<file path="config.mk">
export PLATFORM = sky130hd
export DESIGN_NAME = doc_port_arbiter_flat
export DESIGN_NICKNAME = d
export VERILOG_FILES = /design/src/rtl/doc_port_arbiter_if.sv /design/src/rtl/doc_port_arbiter.sv /design/src/flat_wrapper.sv
export SDC_FILE = /design/constraint.sdc
export NUM_CORES = 1
export LEC_CHECK = 0
export ABC_AREA = 1
export BUFFER_PORTS_ARGS = -buffer_cell sky130_fd_sc_hd__buf_2
export CORE_MARGIN = 2
export CORE_UTILIZATION = 45
export CTS_CLUSTER_DIAMETER = 40
export DETAILED_ROUTE_END_ITERATION = 12
export GPL_ROUTABILITY_DRIVEN = 0
export PLACE_DENSITY = 0.9
export SLEW_MARGIN = 20
export SYNTH_ARGS = -nofsm -noshare
export SYNTH_HDL_FRONTEND = slang
export SYNTH_SLANG_ARGS = --single-unit
</file>
<file path="constraint.sdc">
create_clock -name clk -period 3.4 [get_ports clk]
set_input_delay 0.34 -clock clk [delete_from_list [all_inputs] [get_ports clk]]
set_output_delay 0.34 -clock clk [all_outputs]
set_load 0.02 [all_outputs]
</file>
<file path="src/rtl/doc_port_arbiter_if.sv">
// Bus bundle between the document-RAM port arbiter, its requesters and the RAM read/write pins.
interface doc_port_arbiter_if #(
  parameter int ADDR_W = 9,
  parameter int DATA_W = 8
);
  logic              clear_start;
  logic              wr_req;
  logic [ADDR_W-1:0] wr_addr;
  logic [DATA_W-1:0] wr_data;
  logic              wr_gnt;
  logic              rd_req;
  logic [ADDR_W-1:0] rd_addr;
  logic              rd_gnt;
  logic [DATA_W-1:0] rd_data;
  logic              rd_valid;
  logic [ADDR_W-1:0] mem_a;
  logic [DATA_W-1:0] mem_d;
  logic              mem_we;
  logic [DATA_W-1:0] mem_spo;
  logic              busy;
  logic              clear_done;

  // Arbiter side.
  modport slave (
    input  clear_start, wr_req, wr_addr, wr_data, rd_req, rd_addr, mem_spo,
    output wr_gnt, rd_gnt, rd_data, rd_valid, mem_a, mem_d, mem_we, busy, clear_done
  );

  // Requester / RAM side.
  modport master (
    output clear_start, wr_req, wr_addr, wr_data, rd_req, rd_addr, mem_spo,
    input  wr_gnt, rd_gnt, rd_data, rd_valid, mem_a, mem_d, mem_we, busy, clear_done
  );
endinterface

</file>
<file path="src/rtl/doc_port_arbiter.sv">
// Shares the document RAM's single read/write port between the clear sweep, editor writes and messenger reads.
// Optional read-starvation guard is built in when DOC_ARB_STARVE_GUARD_EN is defined.
module doc_port_arbiter #(
  parameter int                ADDR_W       = 9,
  parameter int                DATA_W       = 8,
  parameter int                CLEAR_DEPTH  = 512,
  parameter logic [DATA_W-1:0] CLEAR_VALUE  = {DATA_W{1'b0}},
  parameter int                STARVE_LIMIT = 4
) (
  input  logic               clk,
  input  logic               rst,
  doc_port_arbiter_if.slave  bus
);

  typedef enum logic [0:0] {
    ST_IDLE  = 1'b0,
    ST_CLEAR = 1'b1
  } state_t;

  // Counter is one bit wider than the address so a full 2^ADDR_W sweep does not wrap early.
  localparam logic [ADDR_W:0] CLR_LAST = (ADDR_W + 1)'(CLEAR_DEPTH - 1);

  state_t            state_r;
  state_t            state_s;
  logic [ADDR_W:0]   clr_cnt_r;
  logic [ADDR_W:0]   clr_cnt_s;
  logic [DATA_W-1:0] rd_data_r;
  logic              rd_valid_r;

  logic              rd_prio_s;
  logic              wr_gnt_s;
  logic              rd_gnt_s;
  logic              mem_we_s;
  logic [ADDR_W-1:0] mem_a_s;
  logic [DATA_W-1:0] mem_d_s;
  logic              clear_done_s;

`ifdef DOC_ARB_STARVE_GUARD_EN
  localparam int                  STARVE_W   = $clog2(STARVE_LIMIT + 1);
  localparam logic [STARVE_W-1:0] STARVE_MAX = STARVE_W'(STARVE_LIMIT);

  logic [STARVE_W-1:0] starve_cnt_r;
  logic [STARVE_W-1:0] starve_cnt_s;

  assign rd_prio_s = (starve_cnt_r == STARVE_MAX);

  // Count denied read cycles in IDLE, saturating at the limit.
  always_comb begin
    starve_cnt_s = starve_cnt_r;
    if ((state_r != ST_IDLE) || bus.clear_start || !bus.rd_req || rd_gnt_s) begin
      starve_cnt_s = {STARVE_W{1'b0}};
    end else if (starve_cnt_r != STARVE_MAX) begin
      starve_cnt_s = starve_cnt_r + STARVE_W'(1);
    end else begin
      starve_cnt_s = starve_cnt_r;
    end
  end

  // Starvation counter register.
  always_ff @(posedge clk or posedge rst) begin
    if (rst) begin
      starve_cnt_r <= {STARVE_W{1'b0}};
    end else begin
      starve_cnt_r <= starve_cnt_s;
    end
  end
`else
  // Strict write-over-read; the limit only has meaning with the guard built in, so this is constant low.
  assign rd_prio_s = (STARVE_LIMIT < 0);
`endif

  // Next state, clear sweep counter and combinational grants / RAM port drive.
  always_comb begin
    state_s      = state_r;
    clr_cnt_s    = clr_cnt_r;
    wr_gnt_s     = 1'b0;
    rd_gnt_s     = 1'b0;
    mem_we_s     = 1'b0;
    mem_a_s      = {ADDR_W{1'b0}};
    mem_d_s      = {DATA_W{1'b0}};
    clear_done_s = 1'b0;
    case (state_r)
      ST_IDLE: begin
        if (bus.wr_req && !(bus.rd_req && rd_prio_s)) begin
          wr_gnt_s = 1'b1;
          mem_we_s = 1'b1;
          mem_a_s  = bus.wr_addr;
          mem_d_s  = bus.wr_data;
        end else if (bus.rd_req) begin
          rd_gnt_s = 1'b1;
          mem_a_s  = bus.rd_addr;
        end else begin
          mem_we_s = 1'b0;
        end
        // The start cycle itself is an ordinary arbitration cycle; the sweep begins next cycle.
        if (bus.clear_start) begin
          state_s = ST_CLEAR;
        end else begin
          state_s = ST_IDLE;
        end
      end
      ST_CLEAR: begin
        mem_we_s = 1'b1;
        mem_a_s  = clr_cnt_r[ADDR_W-1:0];
        mem_d_s  = CLEAR_VALUE;
        if (clr_cnt_r == CLR_LAST) begin
          clear_done_s = 1'b1;
          clr_cnt_s    = {(ADDR_W + 1){1'b0}};
          state_s      = ST_IDLE;
        end else begin
          clr_cnt_s    = clr_cnt_r + (ADDR_W + 1)'(1);
          state_s      = ST_CLEAR;
        end
      end
      default: begin
        clr_cnt_s = {(ADDR_W + 1){1'b0}};
        state_s   = ST_IDLE;
      end
    endcase
  end

  // State, sweep counter and registered read-return path.
  always_ff @(posedge clk or posedge rst) begin
    if (rst) begin
      state_r    <= ST_IDLE;
      clr_cnt_r  <= {(ADDR_W + 1){1'b0}};
      rd_data_r  <= {DATA_W{1'b0}};
      rd_valid_r <= 1'b0;
    end else begin
      state_r    <= state_s;
      clr_cnt_r  <= clr_cnt_s;
      rd_valid_r <= rd_gnt_s;
      if (rd_gnt_s) begin
        rd_data_r <= bus.mem_spo;
      end
    end
  end

  assign bus.wr_gnt     = wr_gnt_s;
  assign bus.rd_gnt     = rd_gnt_s;
  assign bus.rd_data    = rd_data_r;
  assign bus.rd_valid   = rd_valid_r;
  assign bus.mem_a      = mem_a_s;
  assign bus.mem_d      = mem_d_s;
  assign bus.mem_we     = mem_we_s;
  assign bus.busy       = (state_r == ST_CLEAR);
  assign bus.clear_done = clear_done_s;

endmodule

</file>
<file path="src/flat_wrapper.sv">
// flat-port wrapper written by rule: the top's interface ports become plain ports
module doc_port_arbiter_flat 
#(
  parameter int                ADDR_W       = 9,
  parameter int                DATA_W       = 8,
  parameter int                CLEAR_DEPTH  = 512,
  parameter logic [DATA_W-1:0] CLEAR_VALUE  = {DATA_W{1'b0}},
  parameter int                STARVE_LIMIT = 4
)
  (clk, rst, bus_clear_start, bus_wr_req, bus_wr_addr, bus_wr_data, bus_rd_req, bus_rd_addr, bus_mem_spo, bus_wr_gnt, bus_rd_gnt, bus_rd_data, bus_rd_valid, bus_mem_a, bus_mem_d, bus_mem_we, bus_busy, bus_clear_done);
  doc_port_arbiter_if #(.ADDR_W(ADDR_W), .DATA_W(DATA_W)) bus_i ();
  input  logic clk;
  input  logic rst;
  input wire logic [$bits(bus_i.clear_start)-1:0] bus_clear_start;
  input wire logic [$bits(bus_i.wr_req)-1:0] bus_wr_req;
  input wire logic [$bits(bus_i.wr_addr)-1:0] bus_wr_addr;
  input wire logic [$bits(bus_i.wr_data)-1:0] bus_wr_data;
  input wire logic [$bits(bus_i.rd_req)-1:0] bus_rd_req;
  input wire logic [$bits(bus_i.rd_addr)-1:0] bus_rd_addr;
  input wire logic [$bits(bus_i.mem_spo)-1:0] bus_mem_spo;
  output wire logic [$bits(bus_i.wr_gnt)-1:0] bus_wr_gnt;
  output wire logic [$bits(bus_i.rd_gnt)-1:0] bus_rd_gnt;
  output wire logic [$bits(bus_i.rd_data)-1:0] bus_rd_data;
  output wire logic [$bits(bus_i.rd_valid)-1:0] bus_rd_valid;
  output wire logic [$bits(bus_i.mem_a)-1:0] bus_mem_a;
  output wire logic [$bits(bus_i.mem_d)-1:0] bus_mem_d;
  output wire logic [$bits(bus_i.mem_we)-1:0] bus_mem_we;
  output wire logic [$bits(bus_i.busy)-1:0] bus_busy;
  output wire logic [$bits(bus_i.clear_done)-1:0] bus_clear_done;
  assign bus_i.clear_start = bus_clear_start;
  assign bus_i.wr_req = bus_wr_req;
  assign bus_i.wr_addr = bus_wr_addr;
  assign bus_i.wr_data = bus_wr_data;
  assign bus_i.rd_req = bus_rd_req;
  assign bus_i.rd_addr = bus_rd_addr;
  assign bus_i.mem_spo = bus_mem_spo;
  assign bus_wr_gnt = bus_i.wr_gnt;
  assign bus_rd_gnt = bus_i.rd_gnt;
  assign bus_rd_data = bus_i.rd_data;
  assign bus_rd_valid = bus_i.rd_valid;
  assign bus_mem_a = bus_i.mem_a;
  assign bus_mem_d = bus_i.mem_d;
  assign bus_mem_we = bus_i.mem_we;
  assign bus_busy = bus_i.busy;
  assign bus_clear_done = bus_i.clear_done;
  doc_port_arbiter #(.ADDR_W(ADDR_W), .DATA_W(DATA_W), .CLEAR_DEPTH(CLEAR_DEPTH), .CLEAR_VALUE(CLEAR_VALUE), .STARVE_LIMIT(STARVE_LIMIT)) u_core (.clk(clk), .rst(rst), .bus(bus_i));
endmodule
</file>
Yosys cells after proc, flatten, opt, wreduce, memory -nomap -nowiden
Index checks and enable logic that the tools add are counted.
- bitwise gates (word level): 1
- equality and inequality tests: 1
- multiplexer cells: 17
- $add $sub $neg: 1
- operators with widths (operator ; number):
    $mux W9 ; 2
    $pmux W9 S2 ; 1
    $pmux W8 S2 ; 1
    $add A10 B1 Y10 const B ; 1
    $eq A10 B9 Y1 const B ; 1
    $mux W10 ; 1
    $mux W1 ; 9
    $mux W8 ; 1
    $pmux W1 S2 ; 2
    $not A1 Y1 ; 1
- bits of input ports: 39
- logic and storage cells: 24
- bits in registers: 20

Logic depth before layout (Yosys ltp)
Gate-level depths: netlist (run 1).
- word-level depth: 3
- gate-level depth with buffers: 7
- mapped depth without buffers: 6

Worst setup path before layout (run 1)
Ideal clock, no wire load.
- path type: reg-to-output
- from: register u_core.state_r, in the netlist u_core.bus.busy
- to: output port bus_mem_a[5]
- cell stages (with the launch flop): 7
- arrival time: 1256 ps
- setup slack: 1804 ps
- path through: dfrtp_1 > buf_6 > inv_1 > nand2_1 > inv_2 > nand2_1 > o211ai_1
- longest elaborated chain between the ends: 2
- RTL lines (item ; line ; source):
    from (decl) ; doc_port_arbiter.sv:23 ; state_t state_r;
    from (signal assigned) ; doc_port_arbiter.sv:130 ; state_r <= state_s;
    $not A1 Y1 ; - ;
    $pmux W9 S2 (*) ; doc_port_arbiter.sv:82 ; case (state_r)
    to (decl) ; flat_wrapper.sv:25 ; output wire logic [$bits(bus_i.mem_a)-1:0] bus_mem_a;
Mark *: on every way between the ends. The rest lies on a longest branch, timed or not.

Final worst setup path (run 1)
Ends and elaborated chain as after synthesis.

==> impl_results.md, run 1 <==
- Outcome: completed
- Yosys warning count: 0
- Clock period minus worst slack: 2.183 ns
- Detailed-routing iteration count for the pre-antenna-repair pass: 4
- Top-level port count: 70
- Total clock sinks: 20
- Site Rows: 18
- WP data arrival: 1.84 ns
- Die Y-Extent: 55.18 um
- CTS-repair resized insts: 0
- Dpl hpwl: 2154 um
- Standby leakage power: 0.0009431 uW
- Post-synthesis instance area: 1179 um^2
- TNS Setup: 0 ns
- Final hold viol count: 0
- Routed wire length: 2701 um
- CP most frequent cell: nand2_1
- Synth Instances: 166
- Clk_lat worst skew: 0.30 ns
- Crit Path Max Fanout: 20
- Actual slew at the worst max-slew pin: 0.7303 ns
- Synth-to-Final Area Change: 31.85%
- CP Cell Sequence: inv_1 > nand2_1 > inv_2 > nand2_1 > o211ai_1 > buf_2
- Clock Path Buffers: 2
- Number of unique standard cell types used by synthesis: 22
- Cell at the root of the clock tree: clkbuf_4
- Switching part of the total power: 0.2240
- Post-synthesis sequential area ratio: 0.4246
- Slowest cell delay on critical path: 0.74 ns
- Mean routed wirelength per cell: 10.19 um
- RSZ-0062 raised after global routing: false
- Crit start category: flop
- Part of the total power dissipated in the clock network: 0.325
- Worst-path clk slew: 0.11 ns
- Overall fraction of global-route tracks in use: 0.2094
- Crit Path Class: flop to output port
- Initial standard-cell utilization of the core: 0.4758
- Sequential share of power: 0.578
- Critical path data required time: 3.06 ns
- Fin Clk Skew: 0.006379 ns
- Worst reg-to-reg path cell count: 5
- Power per cell area: 271.0 nW/um^2
- Vias in the first global route: 1104
- Routed wl met3: 201 um
- Cell internal power dissipation: 326.8 uW
- Flip-flop and latch count after synthesis: 20
- Slew Limit Fails: 0
- Net count of the mapped netlist: 206
- Worst slew margin: 0.5126
- FMAX: 458.1 MHz
- Part of the power in combinational logic: 0.097
- Cts-stage hold buffer count: 0
- Detail Route Antenna Nets: 0
- Congestion Overflow GR: 0
- Design Area, Final: 1554 um^2
- Final antenna diode count: 0
- Maximum number of pins on one net before global-route repair: 21
- Maximum ir drop on the vdd rail: 0.2052 mV
- Final setup vio count: 0
- Vias per inst: 4.547
- Clock tree from TritonCTS: built
- Number of H-tree branching levels: 1
- Net count reported at finish: 276
- Floorplan die area: 3044 um^2
- Average cell area after synthesis: 7.100 um^2
- Number of antenna violations at the first check in global routing: 0
- Horizontal die dimension: 55.18 um
- Routed vias: 1205
- Type of destination of the critical path: output port
- Met1 routed wirelength after detailed routing: 1197 um
- Detailed router's first-iteration violation count: 13
- Number of clock buffers inserted by TritonCTS: 3
- Period utilisation layout: 0.6421
- Area of the core region: 2477 um^2
- Met2 wire len: 1266 um
- Global-route wire length before repair: 4505 um
- Worst min-delay path category: input port to asynchronous set/reset pin
- Worst path slowest cell: dfrtp_1
- Top metal layer carrying routed signals: met4
- Net switching power: 94.34 uW
- Buffer count from post-CTS setup fixing: 0
- Number of max-cap violations: 0
- Worst hold margin: 0.1392 ns
- DRC viols: 0
- Area after detailed placement: 1518 um^2
- Fraction of final layout cells sized beyond drive strength 1: 0.3447
- Total of buffers placed on input and output ports: 69
==> final timing paths <==
check,startpoint,to,slack (ns)
min reg2reg,u_core.bus.rd_data[2],u_core.bus.rd_data[2],0.48
min in group clk,bus_mem_spo[5],u_core.bus.rd_data[5],0.23
max reg2reg,u_core.bus.busy,u_core.clr_cnt_r[8],1.89
max,u_core.bus.busy,bus_mem_a[5],1.22
min,rst,u_core.clr_cnt_r[7],0.14
max in group asynchronous,rst,u_core.bus.busy,2.80
==> metrics by stage <==
step | util | power [uW] | cells | setup WS (ns)
final | 0.6273 | 421.2 | 265 | 1.217
after floorplan | - | 263.1 | 166 | 1.804
after detailed placement | 0.6126 | 289.3 | 261 | 1.552
after global routing | 0.6273 | 441.9 | 265 | 1.025
after global placement | 0.6126 | 288.4 | 261 | 1.541
after CTS | 0.6273 | 424.4 | 265 | 1.209
==> power by group through the flow <==
| stage | clock [uW] | sequential [uW] | combinational (uW) |
|---|---|---|---|
| 2_1_floorplan | 0 | 252 | 10.7 |
| 3_3_place_gp | 0 | 248 | 40.5 |
| 3_5_place_dp | 0 | 248 | 41.6 |
| 4_1_cts | 139 | 243 | 41.6 |
| 5_1_grt | 151 | 244 | 46.9 |
| 6_report | 137 | 243 | 40.8 |
==> logic make-up after synthesis <==
group,after synthesis,share of synthesized area
buffers and inverters,23,0.1019
AO/OA/AOI/OAI,4,0.02335
flip-flops,20,0.4246
AND/OR/NAND/NOR,113,0.4023
XOR/XNOR,5,0.03715
adder cells (fa/ha/maj),1,0.01061
==> synthesized netlist by cell type <==
master / n / area, um^2
nand2_1: 77 / 289.0
dfrtp_1: 20 / 500.5
nor2_1: 18 / 67.56
inv_1: 17 / 63.81
nand3_1: 11 / 55.05
xor2_1: 4 / 35.03
o211ai_1: 3 / 22.52
nor2_4: 2 / 22.52
a21oi_1: 1 / 5.000
buf_12: 1 / 20.02
buf_2: 1 / 5.000
buf_4: 1 / 7.510
buf_6: 1 / 11.26
ha_1: 1 / 12.51
inv_2: 1 / 3.750
inv_6: 1 / 8.760
nand2_2: 1 / 6.260
nand2_4: 1 / 11.26
nand3_2: 1 / 10.01
nand4_1: 1 / 6.260
nor2_2: 1 / 6.260
xnor2_1: 1 / 8.760
==> flip-flops by register name, indices dropped and copies added (netlist names) <==
register and cells:
u_core.bus.rd_data 8, u_core.clr_cnt_r 10, u_core.bus.busy 1, u_core.bus.rd_valid 1
==> cell usage in the layout (no fill, tap or decap), types with 2 or more instances in the layout <==
cell,netlist,routed
nand2_1,77,77
buf_2,1,69
dfrtp_1,20,20
nor2_1,18,18
inv_1,17,17
nand3_1,11,11
xor2_1,4,4
o211ai_1,3,3
clkbuf_4,0,3
nor2_4,2,2
==> critical path: cells and delay by family, from the launching register on <==
kind                   cells  cell delay, ns
and+or+nand+nor            2            0.20
buffers and inverters      3            0.52
DFF                        1            0.74
AOI/OAI and AO/OA          1            0.08
==> cell type report <==
type	count	area, um^2
fill	231	923.4
multi-input combinational	123	558.0
sequential	20	500.5
timing repair buffer	69	345.3
inverter	19	76.32
tap	30	37.54
clock buffer	4	36.28
==> layer usage <==
layer  vias to the layer above  track usage
met5                         -            0
met4                         0      0.09756
met3                         4      0.04032
met2                        41       0.3591
met1                       523       0.2521
li1                        637            -
(Power assumes the default switching activity.)
==> run 2: changes to the inputs <==
ABC_AREA = 0   (was 1)
CORE_UTILIZATION = 38   (was 45)
PLACE_DENSITY = 0.82   (was 0.9)
clock period = 2 ns   (was 3.4 ns; I/O delays follow)
==> impl_results.md, run 2 <==
- DRC viols: 0
- Detailed router's first-iteration violation count: 24
- Standby leakage power: 0.0008287 uW
- Count of flip-flops with a built-in enable after synthesis: 0
- Top cell family by delay on the critical path: flip-flops
- Congestion Overflow GR: 0
- End-of-flow core utilization: 0.5560
- Clk_lat worst skew: 0.30 ns
- CTS-repair resized insts: 0
- Final setup vio count: 0
- Number of flip-flops under the largest register name: 10
- Maximum number of pins on one net before global-route repair: 21
- Crit start category: flop
- Floorplan die area: 3425 um^2
- Commonest non-fill, non-tap cell in the layout: buf_2
- Synth Instances: 117
- Most frequently used flop master after synthesis: dfrtp_1
- Design Area, Final: 1546 um^2
- Critical path data required time: 1.80 ns
- FMAX: 550.9 MHz
- Flip-flop and latch count after synthesis: 20
- TNS Setup: 0 ns
- Worst-path clk slew: 0.12 ns
- Cell at the root of the clock tree: clkbuf_4
- Average cell area after synthesis: 9.657 um^2
- Worst path slowest cell: dfrtp_1
- Slowest cell delay on critical path: 0.43 ns
- Net count reported at finish: 226
- Total of buffers placed on input and output ports: 69
- Detail Route Antenna Nets: 0
- Number of unique standard cell types used by synthesis: 31
- Dpl hpwl: 2090 um
- Post-synth ARST share: 1.000
- Violations in the final reports: negative hold slack
- Cts-stage hold buffer count: 0
- Most common library cells after synthesis: 20 x dfrtp_1, 11 x nand2_1, 9 x mux2_2, 9 x o21ai_0, 8 x and2_1
- Final antenna diode count: 0
- Period utilisation layout: 0.9076
- Clock Path Buffers: 2
- Yosys warning count: 0
- Mean routed wirelength per cell: 12.27 um
- Site Rows: 19
- Worst reg-to-reg path cell count: 3
- Fin Clk Skew: 0.005681 ns
- Biggest area contributors in the synthesized netlist: dfrtp_1 44%, mux2_2 9.0%, a22oi_1 4.7%, and2_1 4.4%, o21ai_0 4.0%
- Number of clock buffers inserted by TritonCTS: 3
- Synth top area share: 0.4430
- Crit Path Class: flop to output port
- Final hold viol count: 12
- Post-synthesis sequential area ratio: 0.4430
- Number of max-cap violations: 0
- Area after detailed placement: 1491 um^2
- Maximum ir drop on the vdd rail: 0.7185 mV
- Worst slew margin: 0.5111
- Leading cell types in the layout, fill and taps excluded: 69 x buf_2, 20 x dfrtp_1, 11 x nand2_1, 9 x o21ai_0, 9 x mux2_2
- Top-level port count: 70
- Power per cell area: 944.8 nW/um^2
- Synth-to-Final Area Change: 36.88%
- Worst hold margin: -0.003696 ns
- Detailed-routing iteration count for the pre-antenna-repair pass: 4
- Area of the core region: 2781 um^2
- Vias in the first global route: 1072
- Most frequent cell after synthesis: dfrtp_1
- Overall fraction of global-route tracks in use: 0.1606
- WP data arrival: 1.62 ns
- Number of antenna violations at the first check in global routing: 0
- Actual slew at the worst max-slew pin: 0.7326 ns
- Biggest area consumer among synthesized cells: dfrtp_1
- Total clock sinks: 20
- Post-synthesis instance area: 1130 um^2
- Final worst-path setup slack: 0.1847 ns
- RSZ-0062 raised after global routing: false
- Critical path depth in cells: 4
- Outcome: finished, violations left
- Post-placement setup slack: 0.4615 ns
- Die Y-Extent: 58.53 um
- Vias per inst: 5.185
- Register name with the most flops: u_core.clr_cnt_r
- CP Cell Sequence: ha_2 > nand4_1 > nor3_1 > buf_2
- Global-route wire length before repair: 4347 um
- Slew Limit Fails: 0
- Routed wire length: 2651 um
- Clock tree from TritonCTS: built
- Initial standard-cell utilization of the core: 0.4062
- Horizontal die dimension: 58.53 um
- Buffering stage count on the worst path with inverters included: 1
- Crit Path Max Fanout: 7
- Number of H-tree branching levels: 1
- Net count of the mapped netlist: 157
- Type of destination of the critical path: output port
- Worst min-delay path category: input port to asynchronous set/reset pin
- Clock period minus worst slack: 1.815 ns
- Fraction of final layout cells sized beyond drive strength 1: 0.4757
- Routed vias: 1120
- Buffer count from post-CTS setup fixing: 0
-- run 2: cell types whose count changed after synthesis, sizes merged, moves of 5 or more --
cell,before,now
o21ai,0,9
inv,19,5
nand3,12,4
a22oi,0,7
mux2,0,9
and2,0,8
nand2,79,11
a21oi,1,6
nor2,21,3
-- run 2: where the power goes --
group          leakage [uW]  internal [uW]  switching (uW)
clock network     0.0000279            203             128
logic              0.000549            224             299
registers          0.000252            490             119
-- run 2: metal layers --
| metal | wire length (um) | GRT usage | vias up |
|---|---|---|---|
| li1 | - | - | 557 |
| met1 | 1088 | 0.1823 | 504 |
| met2 | 1280 | 0.3050 | 55 |
| met3 | 259 | 0.01978 | 4 |
| met4 | 22 | 0.05648 | 0 |
| met5 | 0 | 0 | - |
-- run 2: worst paths after layout --
path	from	endpoint	slack (ns)
min	rst	u_core.bus.rd_data[2]	-0.004
min in group clk	bus_mem_spo[4]	u_core.bus.rd_data[4]	0.12
max	u_core.clr_cnt_r[0]	bus_clear_done	0.18
min reg2reg	u_core.bus.rd_data[3]	u_core.bus.rd_data[3]	0.52
max reg2reg	u_core.bus.busy	u_core.bus.rd_data[7]	0.59
max in group asynchronous	rst	u_core.clr_cnt_r[3]	1.54
-- run 2: final cells by class --
class                      instances  area [um^2]
sequential                        20        500.5
fill                             259         1235
clock inverter                     1        30.03
inverter                           5        18.77
clock buffer                       3        22.52
tap                               31        38.79
multi-input combinational         85        575.6
timing repair buffer              71        360.3
-- run 2: cells by family after synthesis --
logic type	Yosys count	share of synthesized area
muxes	9	0.08970
and+or+nand+nor	42	0.2126
xor gates and xnor gates	4	0.03101
buffers and inverters	12	0.04983
adders and majority gates	1	0.01107
AOI/OAI and AO/OA	29	0.1628
DFF	20	0.4430
-- run 2: per-stage QoR --
step,power (uW),cells
after floorplan,963.3,117
after global placement,1131,212
after detailed placement,1140,212
after CTS,1477,216
after global routing,1584,216
final,1461,216
-- run 2: worst reg2reg max path, stage by stage, from the launching register on --
cell     delay (ns)
dfrtp_1        0.41
or2_2          0.36
nor2_8         0.18
mux2_2         0.36
==> run 3: changes to the inputs <==
CORE_ASPECT_RATIO = 1.1   (was not set)
CORE_UTILIZATION = 40   (was 38)
CTS_BUF_LIST = sky130_fd_sc_hd__clkbuf_8   (was not set)
PLACE_DENSITY = 0.86   (was 0.82)
==> impl_results.md, run 3 (synthesis results as in run 2) <==
- Routed wire length: 2774 um
- Launching element of the worst setup path: u_core.clr_cnt_r[0]
- Total of buffers placed on input and output ports: 69
- CTS-repair resized insts: 0
- Initial standard-cell utilization of the core: 0.4142
- Global-route wire length before repair: 4250 um
- Type of destination of the critical path: output port
- Slew Limit Fails: 0
- Area occupied by multi-input gates: 573.1 um^2
- Number of flip-flops under the largest register name: 10
- Final cell count without fillers: 218
- Area of all sequential standard cells: 500.5 um^2
- Cell at the root of the clock tree: clkbuf_8
- Die Y-Extent: 59.74 um
- Total clock sinks: 20
- Overall fraction of global-route tracks in use: 0.1757
- Dpl hpwl: 2219 um
- Actual slew at the worst max-slew pin: 0.7207 ns
- Launch point of the worst reg-to-reg path: u_core.bus.busy
- WP data arrival: 1.61 ns
- Crit Path Max Fanout: 7
- Period utilisation layout: 0.9027
- Detailed-routing iteration count for the pre-antenna-repair pass: 4
- Area of the core region: 2728 um^2
- Final antenna diode count: 0
- Number of max-cap violations: 0
- Register name with the most flops: u_core.clr_cnt_r
- Congestion Overflow GR: 0
- Detail Route Antenna Nets: 0
- Number of clock buffers inserted by TritonCTS: 3
- Mean routed wirelength per cell: 12.72 um
- Net count reported at finish: 226
- End-of-flow core utilization: 0.5679
- Clock tree from TritonCTS: built
- Buffer count from post-CTS setup fixing: 0
- Number of antenna violations at the first check in global routing: 0
- Top-level port count: 70
- Maximum number of pins on one net before global-route repair: 21
- Worst hold margin: 0.05231 ns
- Standby leakage power: 0.0008321 uW
- RSZ-0062 raised after global routing: false
- Maximum ir drop on the vdd rail: 0.6403 mV
- Final setup vio count: 0
- Commonest non-fill, non-tap cell in the layout: buf_2
- Cts-stage hold buffer count: 0
- Vias in the first global route: 1006
- Detailed router's first-iteration violation count: 38
- Floorplan die area: 3266 um^2
- Leading cell types in the layout, fill and taps excluded: 69 x buf_2, 20 x dfrtp_1, 11 x nand2_1, 9 x o21ai_0, 9 x mux2_2
- Clk_lat worst skew: 0.25 ns
- TNS Setup: 0 ns
- Fraction of final layout cells sized beyond drive strength 1: 0.4703
- Horizontal die dimension: 54.68 um
- Clock Path Buffers: 2
- Outcome: completed
- Worst min-delay path category: input port to asynchronous set/reset pin
- Number of H-tree branching levels: 1
- Site Rows: 20
- Clock period minus worst slack: 1.805 ns
- Crit start category: flop
- Routed vias: 1142
- Critical path data required time: 1.80 ns
- Fin Clk Skew: 0.001009 ns
- Worst-path clk slew: 0.07 ns
- Filler Cell Count: 256
- DRC viols: 0
- Crit Path Class: flop to output port
- Final hold viol count: 0
- Vias per inst: 5.239
- Power per cell area: 934.8 nW/um^2
- Worst slew margin: 0.5190
- Synth-to-Final Area Change: 37.10%
- Number of cells after detailed placement: 214
- FMAX: 553.9 MHz
==> run 3: per-layer routing <==
metal	GRT usage	part of all wire
met1	0.2181	0.40
met2	0.3078	0.51
met3	0.02250	0.077
met4	0.05714	0.013
met5	0	0
==> run 3: cell type report <==
cell class | count | area share
clock buffers | 4 | 0.03554
inverters | 5 | 0.01212
multi-input cells | 85 | 0.3700
flip-flops and latches | 20 | 0.3231
well taps | 33 | 0.02666
repair buffers | 71 | 0.2326
==> run 3: worst paths after layout <==
check	to	slack [ns]	cells past startpoint
max	bus_clear_done	0.19	4
min	u_core.bus.rd_data[7]	0.05	2
max reg2reg	u_core.bus.rd_data[1]	0.45	3
min reg2reg	u_core.bus.rd_data[5]	0.50	1
max in group asynchronous	u_core.clr_cnt_r[5]	1.50	2
min in group clk	u_core.bus.rd_data[4]	0.18	2
==> run 3: worst max-delay path: stages (launching register included) <==
cell,delay (ns)
dfrtp_1,0.41
ha_1,0.31
nand4_1,0.19
nor3_1,0.23
buf_2,0.21
==> run 3: report_power, final <==
part / internal (uW) / switching [uW]
registers: 491 / 126
logic: 223 / 306
clock network: 175 / 128
total: 888 / 560
==> run 3: metrics by stage <==
stage,setup slack [ns],power (uW),cell area [um^2]
2_1_floorplan,0.4320,963.3,1130
3_3_place_gp,0.4987,1142,1494
3_5_place_dp,0.4624,1152,1494
4_1_cts,0.2103,1456,1549
5_1_grt,0.04720,1553,1549
6_report,0.1946,1448,1549
